File: config.mk
export PLATFORM = sky130hd
export DESIGN_NAME = pio_input_conditioner_flat
export DESIGN_NICKNAME = d
export VERILOG_FILES = /design/src/rtl/pio_input_conditioner_pkg.sv /design/src/rtl/pio_input_conditioner_if.sv /design/src/rtl/pio_input_conditioner_debounce_ch.sv /design/src/rtl/pio_input_conditioner.sv /design/src/flat_wrapper.sv
export SDC_FILE = /design/constraint.sdc
export NUM_CORES = 1
export LEC_CHECK = 0
export ABC_CLOCK_PERIOD_IN_PS = 2700
export BUFFER_PORTS_ARGS = -buffer_cell sky130_fd_sc_hd__clkbuf_2
export CAP_MARGIN = 0
export CORE_MARGIN = 8
export CORE_UTILIZATION = 25
export DETAILED_ROUTE_END_ITERATION = 16
export PLACE_DENSITY = 0.4
export SLEW_MARGIN = 20
export SYNTH_ARGS = -nofsm -noshare
export SYNTH_HDL_FRONTEND = slang
export SYNTH_HIERARCHICAL = 1
export SYNTH_SLANG_ARGS = --single-unit
File: constraint.sdc
create_clock -name clk -period 2.7 [get_ports clk]
set_clock_uncertainty 0.2 [all_clocks]
set_input_delay 0.135 -clock clk [delete_from_list [all_inputs] [get_ports clk]]
set_output_delay 0.135 -clock clk [all_outputs]
set_load 0.02 [all_outputs]
File: src/rtl/pio_input_conditioner_pkg.sv
// Shared register map, bus width and edge-select encoding for the PIO input conditioner.
package pio_cond_pkg;

    localparam int REG_W = 32;

    localparam logic [1:0] ADDR_DATA     = 2'd0;
    localparam logic [1:0] ADDR_IRQ_MASK = 2'd1;
    localparam logic [1:0] ADDR_EDGE_CAP = 2'd2;
    localparam logic [1:0] ADDR_EDGE_SEL = 2'd3;

    typedef enum logic {
        EDGE_RISE = 1'b0,
        EDGE_FALL = 1'b1
    } edge_sel_e;

    // Per-bit sticky capture: a new set event beats a simultaneous write-1-to-clear.
    function automatic logic capture_next(input logic cur, input logic clr, input logic set);
        return (cur & ~clr) | set;
    endfunction

endpackage

File: src/rtl/pio_input_conditioner_if.sv
// Register slave bus for the input conditioner: word address, strobes, data both ways.
interface pio_input_conditioner_if;
    import pio_cond_pkg::*;

    logic [1:0]       addr;
    logic             read;
    logic             write;
    logic [REG_W-1:0] wdata;
    logic [REG_W-1:0] rdata;

    modport master (
        output addr,
        output read,
        output write,
        output wdata,
        input  rdata
    );

    modport slave (
        input  addr,
        input  read,
        input  write,
        input  wdata,
        output rdata
    );

endinterface

File: src/rtl/pio_input_conditioner_debounce_ch.sv
// One input channel: 2-FF synchroniser, debounce counter, stable level and edge pulses.
// INIT is the raw pad value meaning "not pressed" (1 for an active-low input).
module debounce_ch #(
    parameter int   DEBOUNCE_CYCLES = 50000,
    parameter logic INIT            = 1'b0
) (
    input  logic clk,
    input  logic rst,
    input  logic raw,
    output logic stable,
    output logic rise,
    output logic fall
);

    localparam int                CNT_W    = (DEBOUNCE_CYCLES > 1) ? $clog2(DEBOUNCE_CYCLES) : 1;
    localparam logic [CNT_W-1:0]  CNT_LAST = CNT_W'(DEBOUNCE_CYCLES - 1);

    logic             s1;
    logic             s2;
    logic             norm;
    logic             stable_next;
    logic [CNT_W-1:0] cnt;
    logic [CNT_W-1:0] cnt_next;

    // Sync FFs carry the raw value and normalise after s2; resetting them to INIT
    // is equivalent to normalising first and resetting to not-pressed.
    always_ff @(posedge clk) begin
        if (rst) begin
            s1     <= INIT;
            s2     <= INIT;
            cnt    <= '0;
            stable <= 1'b0;
        end else begin
            s1     <= raw;
            s2     <= s1;
            cnt    <= cnt_next;
            stable <= stable_next;
        end
    end

    always_comb begin
        norm        = s2 ^ INIT;
        cnt_next    = '0;
        stable_next = stable;
        if (norm != stable) begin
            if (cnt == CNT_LAST) begin
                stable_next = norm;
            end else begin
                cnt_next = cnt + 1'b1;
            end
        end
    end

    assign rise = ~rst & stable_next & ~stable;
    assign fall = ~rst & ~stable_next & stable;

endmodule

File: src/rtl/pio_input_conditioner.sv
// N-channel button/switch conditioner with edge capture, interrupt masking and a 4-word register slave.
module pio_input_conditioner
    import pio_cond_pkg::*;
#(
    parameter int              N_CH            = 8,
    parameter int              DEBOUNCE_CYCLES = 50000,
    parameter logic [N_CH-1:0] ACTIVE_LOW      = N_CH'(8'hFF)
) (
    input  logic                   clk,
    input  logic                   rst,
    input  logic [N_CH-1:0]        raw_in,
    pio_input_conditioner_if.slave bus,
    output logic [N_CH-1:0]        level,
    output logic                   irq
);

    logic [N_CH-1:0]  rise;
    logic [N_CH-1:0]  fall;
    logic [N_CH-1:0]  irq_mask;
    logic [N_CH-1:0]  edge_cap;
    logic [N_CH-1:0]  edge_sel;
    logic [N_CH-1:0]  cap_set;
    logic [N_CH-1:0]  w1c;
    logic [N_CH-1:0]  edge_cap_next;
    logic             wr_mask;
    logic             wr_sel;
    logic [REG_W-1:0] rd_mux;

    for (genvar i = 0; i < N_CH; i++) begin : g_ch
        debounce_ch #(
            .DEBOUNCE_CYCLES(DEBOUNCE_CYCLES),
            .INIT           (ACTIVE_LOW[i])
        ) u_ch (
            .clk   (clk),
            .rst   (rst),
            .raw   (raw_in[i]),
            .stable(level[i]),
            .rise  (rise[i]),
            .fall  (fall[i])
        );
    end

    always_comb begin
        wr_mask       = bus.write && (bus.addr == ADDR_IRQ_MASK);
        wr_sel        = bus.write && (bus.addr == ADDR_EDGE_SEL);
        w1c           = (bus.write && (bus.addr == ADDR_EDGE_CAP)) ? bus.wdata[N_CH-1:0] : '0;
        cap_set       = '0;
        edge_cap_next = '0;
        for (int unsigned i = 0; i < N_CH; i++) begin
            cap_set[i]       = (edge_sel_e'(edge_sel[i]) == EDGE_FALL) ? fall[i] : rise[i];
            edge_cap_next[i] = capture_next(edge_cap[i], w1c[i], cap_set[i]);
        end
    end

    // Read mux looks at the registered values, so a same-cycle write is not visible yet.
    always_comb begin
        rd_mux = '0;
        case (bus.addr)
            ADDR_DATA:     rd_mux = REG_W'(level);
            ADDR_IRQ_MASK: rd_mux = REG_W'(irq_mask);
            ADDR_EDGE_CAP: rd_mux = REG_W'(edge_cap);
            ADDR_EDGE_SEL: rd_mux = REG_W'(edge_sel);
            default:       rd_mux = '0;
        endcase
    end

    always_ff @(posedge clk) begin
        if (rst) begin
            irq_mask  <= '0;
            edge_cap  <= '0;
            edge_sel  <= '0;
            bus.rdata <= '0;
            irq       <= 1'b0;
        end else begin
            if (wr_mask) begin
                irq_mask <= bus.wdata[N_CH-1:0];
            end
            if (wr_sel) begin
                edge_sel <= bus.wdata[N_CH-1:0];
            end
            edge_cap <= edge_cap_next;
            if (bus.read) begin
                bus.rdata <= rd_mux;
            end
            irq <= |(edge_cap & irq_mask);
        end
    end

endmodule

File: src/flat_wrapper.sv
// flat-port wrapper written by rule: the top's interface ports become plain ports
module pio_input_conditioner_flat import pio_cond_pkg::*;
#(
    parameter int              N_CH            = 8,
    parameter int              DEBOUNCE_CYCLES = 50000,
    parameter logic [N_CH-1:0] ACTIVE_LOW      = N_CH'(8'hFF)
)
  (clk, rst, raw_in, level, irq, bus_addr, bus_read, bus_write, bus_wdata, bus_rdata);
  pio_input_conditioner_if bus_i ();
  input  logic clk;
  input  logic rst;
  input  logic [N_CH-1:0] raw_in;
  output logic [N_CH-1:0] level;
  output logic irq;
  input wire logic [$bits(bus_i.addr)-1:0] bus_addr;
  input wire logic [$bits(bus_i.read)-1:0] bus_read;
  input wire logic [$bits(bus_i.write)-1:0] bus_write;
  input wire logic [$bits(bus_i.wdata)-1:0] bus_wdata;
  output wire logic [$bits(bus_i.rdata)-1:0] bus_rdata;
  assign bus_i.addr = bus_addr;
  assign bus_i.read = bus_read;
  assign bus_i.write = bus_write;
  assign bus_i.wdata = bus_wdata;
  assign bus_rdata = bus_i.rdata;
  pio_input_conditioner #(.N_CH(N_CH), .DEBOUNCE_CYCLES(DEBOUNCE_CYCLES), .ACTIVE_LOW(ACTIVE_LOW)) u_core (.clk(clk), .rst(rst), .raw_in(raw_in), .bus(bus_i), .level(level), .irq(irq));
endmodule
==> impl_summary.log <==
INFO  metric total_power = 0.00571 W
INFO  metric end_kind = flop
INFO  metric final_min_period_over_clock_period = 0.709
INFO  metric place.gp.congestion = 0.704
INFO  metric cp-start-kind = flop
INFO  metric initial_utilization = 0.255
INFO  metric cts-buffers-inserted = 17
INFO  metric setup_slack = 0.786 ns
INFO  metric yosys_warnings = 6
INFO  metric synthArstFlopShare = 0
INFO  metric clock-root-buffer = sky130_fd_sc_hd__clkbuf_16
INFO  metric drc_errors = 0
INFO  metric clkSinkCount = 185
INFO  metric numPortBuffers = 38
INFO  metric worst_hold_slack = 0.0390 ns
INFO  metric latest_clock_arrival_within_the_worst_skew_pair = roughly 0.42 ns
INFO  metric drt_pre_antenna_iters = 4
INFO  metric avg_synthesized_cell_area = 9.33 um^2
INFO  metric antenna_found_initial = 3
INFO  metric worst-slew-pin-transition = 0.691 ns
INFO  metric globalRouteOverflowTotal = 0
INFO  metric post-synth-top-count-cell = sky130_fd_sc_hd__dfxtp_1
INFO  metric cp_num_buf_inv = 0
INFO  metric hold_viol = 0
INFO  metric maximum_number_of_pins_on_one_net_before_global_route_repair = 70
INFO  metric std_cell_rows = 66
INFO  metric dieArea = 0.0393 mm^2
INFO  metric die_y = just under 200 um
INFO  metric synth_cells = 890
INFO  metric ys_top_cells_by_area = sky130_fd_sc_hd__dfxtp_1, sky130_fd_sc_hd__xnor2_1, sky130_fd_sc_hd__nor2_1
INFO  metric top_achievable_clock_speed = about 0.52 GHz
INFO  metric timing.final.crit_period = 1.91 ns
INFO  metric cts_max_path_buffers = 2
INFO  metric global_route.usage.total = 0.0943
INFO  metric synth-seq-area-share = 0.446
INFO  metric synth_seq_cells = between 150 and 200
INFO  metric vdd.ir_drop.worst = roughly 0.41 mV
INFO  metric setup-violations-final = 0
INFO  metric detail-route-antenna-nets = 0
INFO  metric critPathMaxFanout = 6
INFO  metric htree_levels = 4
INFO  metric finalNetCount = approximately 1000
INFO  metric rsz0062_at_grt = no
INFO  metric p_leak = 3.20 nW
INFO  metric max_incr_delay_on_cp = 0.38 ns
INFO  metric report.final.slew_viol_count = 0
INFO  metric clk_pin_slew = 0.07 ns
INFO  metric post_route_cells_drive_above_1_share = 0.139
INFO  metric area_growth = 15.9%
INFO  metric netlist_top_cells_count = sky130_fd_sc_hd__dfxtp_1, sky130_fd_sc_hd__nor2_1, sky130_fd_sc_hd__xnor2_1
INFO  metric critPathRequiredTime = 2.84 ns
INFO  metric synth_largest_area_cell = sky130_fd_sc_hd__dfxtp_1
INFO  metric post_cts_setup_driven_buffer_insertion_count = 0
INFO  metric slowest_cell_on_crit_path = sky130_fd_sc_hd__nand4b_1
INFO  metric synth.top_cell.area_share = 0.446
INFO  metric synth_enable_flop_cells = 0
INFO  metric final.fill_count = 3492
INFO  metric cts_resized = 0
INFO  metric synth_flop_cell = sky130_fd_sc_hd__dfxtp_1
INFO  metric grt_pass1_wl = 30000 um
INFO  metric routed-via-count = 5908
INFO  metric first_global_vias = 5787
INFO  metric dp_worst_setup_slack = 0.806 ns
INFO  metric powerDensity = 593 mW/mm^2
INFO  metric worst_hold_path_type = input port to flop
INFO  metric floorplan.core_area = 0.0326 mm^2
INFO  metric tritoncts = done
INFO  metric max_slew_margin = 0.540
INFO  metric ys_types = 37
INFO  metric drt_first_iter_violations = approximately 290
INFO  metric final.setup.tns = 0 ns
INFO  metric dp.final_hpwl = 12400 um
INFO  metric io_pins = 87
INFO  metric die_x = ~200 um
INFO  metric timing.setup.critical_path_class = flop to flop
INFO  metric cp.arrival = between 2 and 2.5 ns
INFO  metric detail_route.vias_per_cell = ~4.2
INFO  metric maxCapViolCount = 0
INFO  metric timing.reg2reg.setup_slack = 0.79 ns
INFO  metric synth_area = approximately 0.0083 mm^2
INFO  metric run_status = completed
INFO  metric wire_per_inst = 12.8 um
INFO  metric timing.critical_path.cells = ha_1 -> nand3_1 -> nand4b_1 -> nor3_1 -> mux2i_1 -> a21oi_1
INFO  metric crit_family = simple AND/OR/NAND/NOR gates
INFO  metric routed_wl = 18000 um
## power breakdown
group / switching (W) / total [W] / internal, W / leakage [nW]
registers: 0.0000150 / 0.00277 / 0.00275 / 1.50
clock network: 0.00107 / 0.00276 / 0.00170 / 0.317
logic: 0.000112 / 0.000178 / 0.0000659 / 1.39
total: 0.00119 / 0.00571 / 0.00451 / 3.20
## path summary, 6_finish.rpt
check                                                start                      to  cells past startpoint
worst max-delay path            u_core/g_ch[7].u_ch/cnt[0]      u_core/edge_cap[7]                      6
worst min-delay path                                   rst      u_core/edge_sel[6]                      2
worst max register to register  u_core/g_ch[7].u_ch/cnt[0]      u_core/edge_cap[7]                      6
worst min register to register      u_core/g_ch[3].u_ch/s1  u_core/g_ch[3].u_ch/s2                      1
## cells by family (layout without fill, tap and decap cells)
| kind of cell | count (synthesis) | after routing | share of synthesized area |
|---|---|---|---|
| AO/OA/AOI/OAI | 37 | 37 | 0.0240 |
| XOR/XNOR | 112 | 112 | 0.118 |
| adder cells (fa/ha/maj) | 8 | 8 | 0.0121 |
| buffers and inverters | 64 | 111 | 0.0514 |
| flip-flops | 185 | 185 | 0.446 |
| multiplexers | 40 | 40 | 0.0607 |
| other | 1 | 25 | 0.000452 |
| AND/OR/NAND/NOR | 443 | 443 | 0.287 |
## metal layers
layer,share of wire,global-route usage,vias up
li1,-,-,3122
met5,0.0015,0,-
met2,0.45,0.149,44
met1,0.52,0.126,2722
met4,0.012,0.0315,4
met3,0.023,0.0205,16
## through the flow
| step | instances | cell area (um^2) | util |
|---|---|---|---|
| 2_1_floorplan | 913 | 8390 | - |
| 3_3_place_gp | 1354 | 8810 | 0.270 |
| 3_5_place_dp | 1354 | 8810 | 0.270 |
| 4_1_cts | 1402 | 9620 | 0.295 |
| 5_1_grt | 1403 | 9630 | 0.295 |
| 6_report | 1403 | 9630 | 0.295 |
## worst reg2reg max path, stage by stage (launching register included)
cell	delay, ns
sky130_fd_sc_hd__dfxtp_1	0.36
sky130_fd_sc_hd__ha_1	0.22
sky130_fd_sc_hd__nand3_1	0.16
sky130_fd_sc_hd__nand4b_1	0.38
sky130_fd_sc_hd__nor3_1	0.28
sky130_fd_sc_hd__mux2i_1	0.10
sky130_fd_sc_hd__a21oi_1	0.13
## what timing repair did
item                                   4_1_cts  5_1_grt
setup endpoints to repair                    0        0
hold buffers                                16        0
endpoints found under the hold margin       32        0
## flip-flops by register name, summed over array words and instances (netlist names)
name,count
u_core/g_ch.u_ch/stable,8
u_core/g_ch.u_ch/cnt,128
u_core/bus.rdata,8
u_core/g_ch.u_ch/s1,8
u_core/irq_mask,8
u_core/irq,1
u_core/edge_sel,8
u_core/g_ch.u_ch/s2,8
u_core/edge_cap,8
## cell usage in the layout (no fill, tap or decap), types with 24 or more instances in the layout
master,instances
sky130_fd_sc_hd__nor3_1,40
sky130_fd_sc_hd__mux2i_1,32
sky130_fd_sc_hd__nor4_1,40
sky130_fd_sc_hd__clkbuf_2,37
sky130_fd_sc_hd__xnor2_1,88
sky130_fd_sc_hd__inv_1,24
sky130_fd_sc_hd__nand2_1,64
sky130_fd_sc_hd__nor2_1,160
sky130_fd_sc_hd__conb_1,24
sky130_fd_sc_hd__nand3_1,24
sky130_fd_sc_hd__a21oi_1,24
sky130_fd_sc_hd__dfxtp_1,185
sky130_fd_sc_hd__or2_2,24
sky130_fd_sc_hd__xor2_1,24
## area by class of cell
class / instances / area (um^2) / share of cell area
timing repair buffer: 55 / 360 / 0.0374
clock inverter: 11 / 194 / 0.0201
inverter: 24 / 90.1 / 0.00936
tap: 442 / 553 / 0.0575
clock buffer: 21 / 460 / 0.0478
multi-input combinational: 664 / 4260 / 0.443
antenna: 1 / 2.50 / 0.000260
sequential: 185 / 3700 / 0.385
Power figures use the tool's default switching activity.
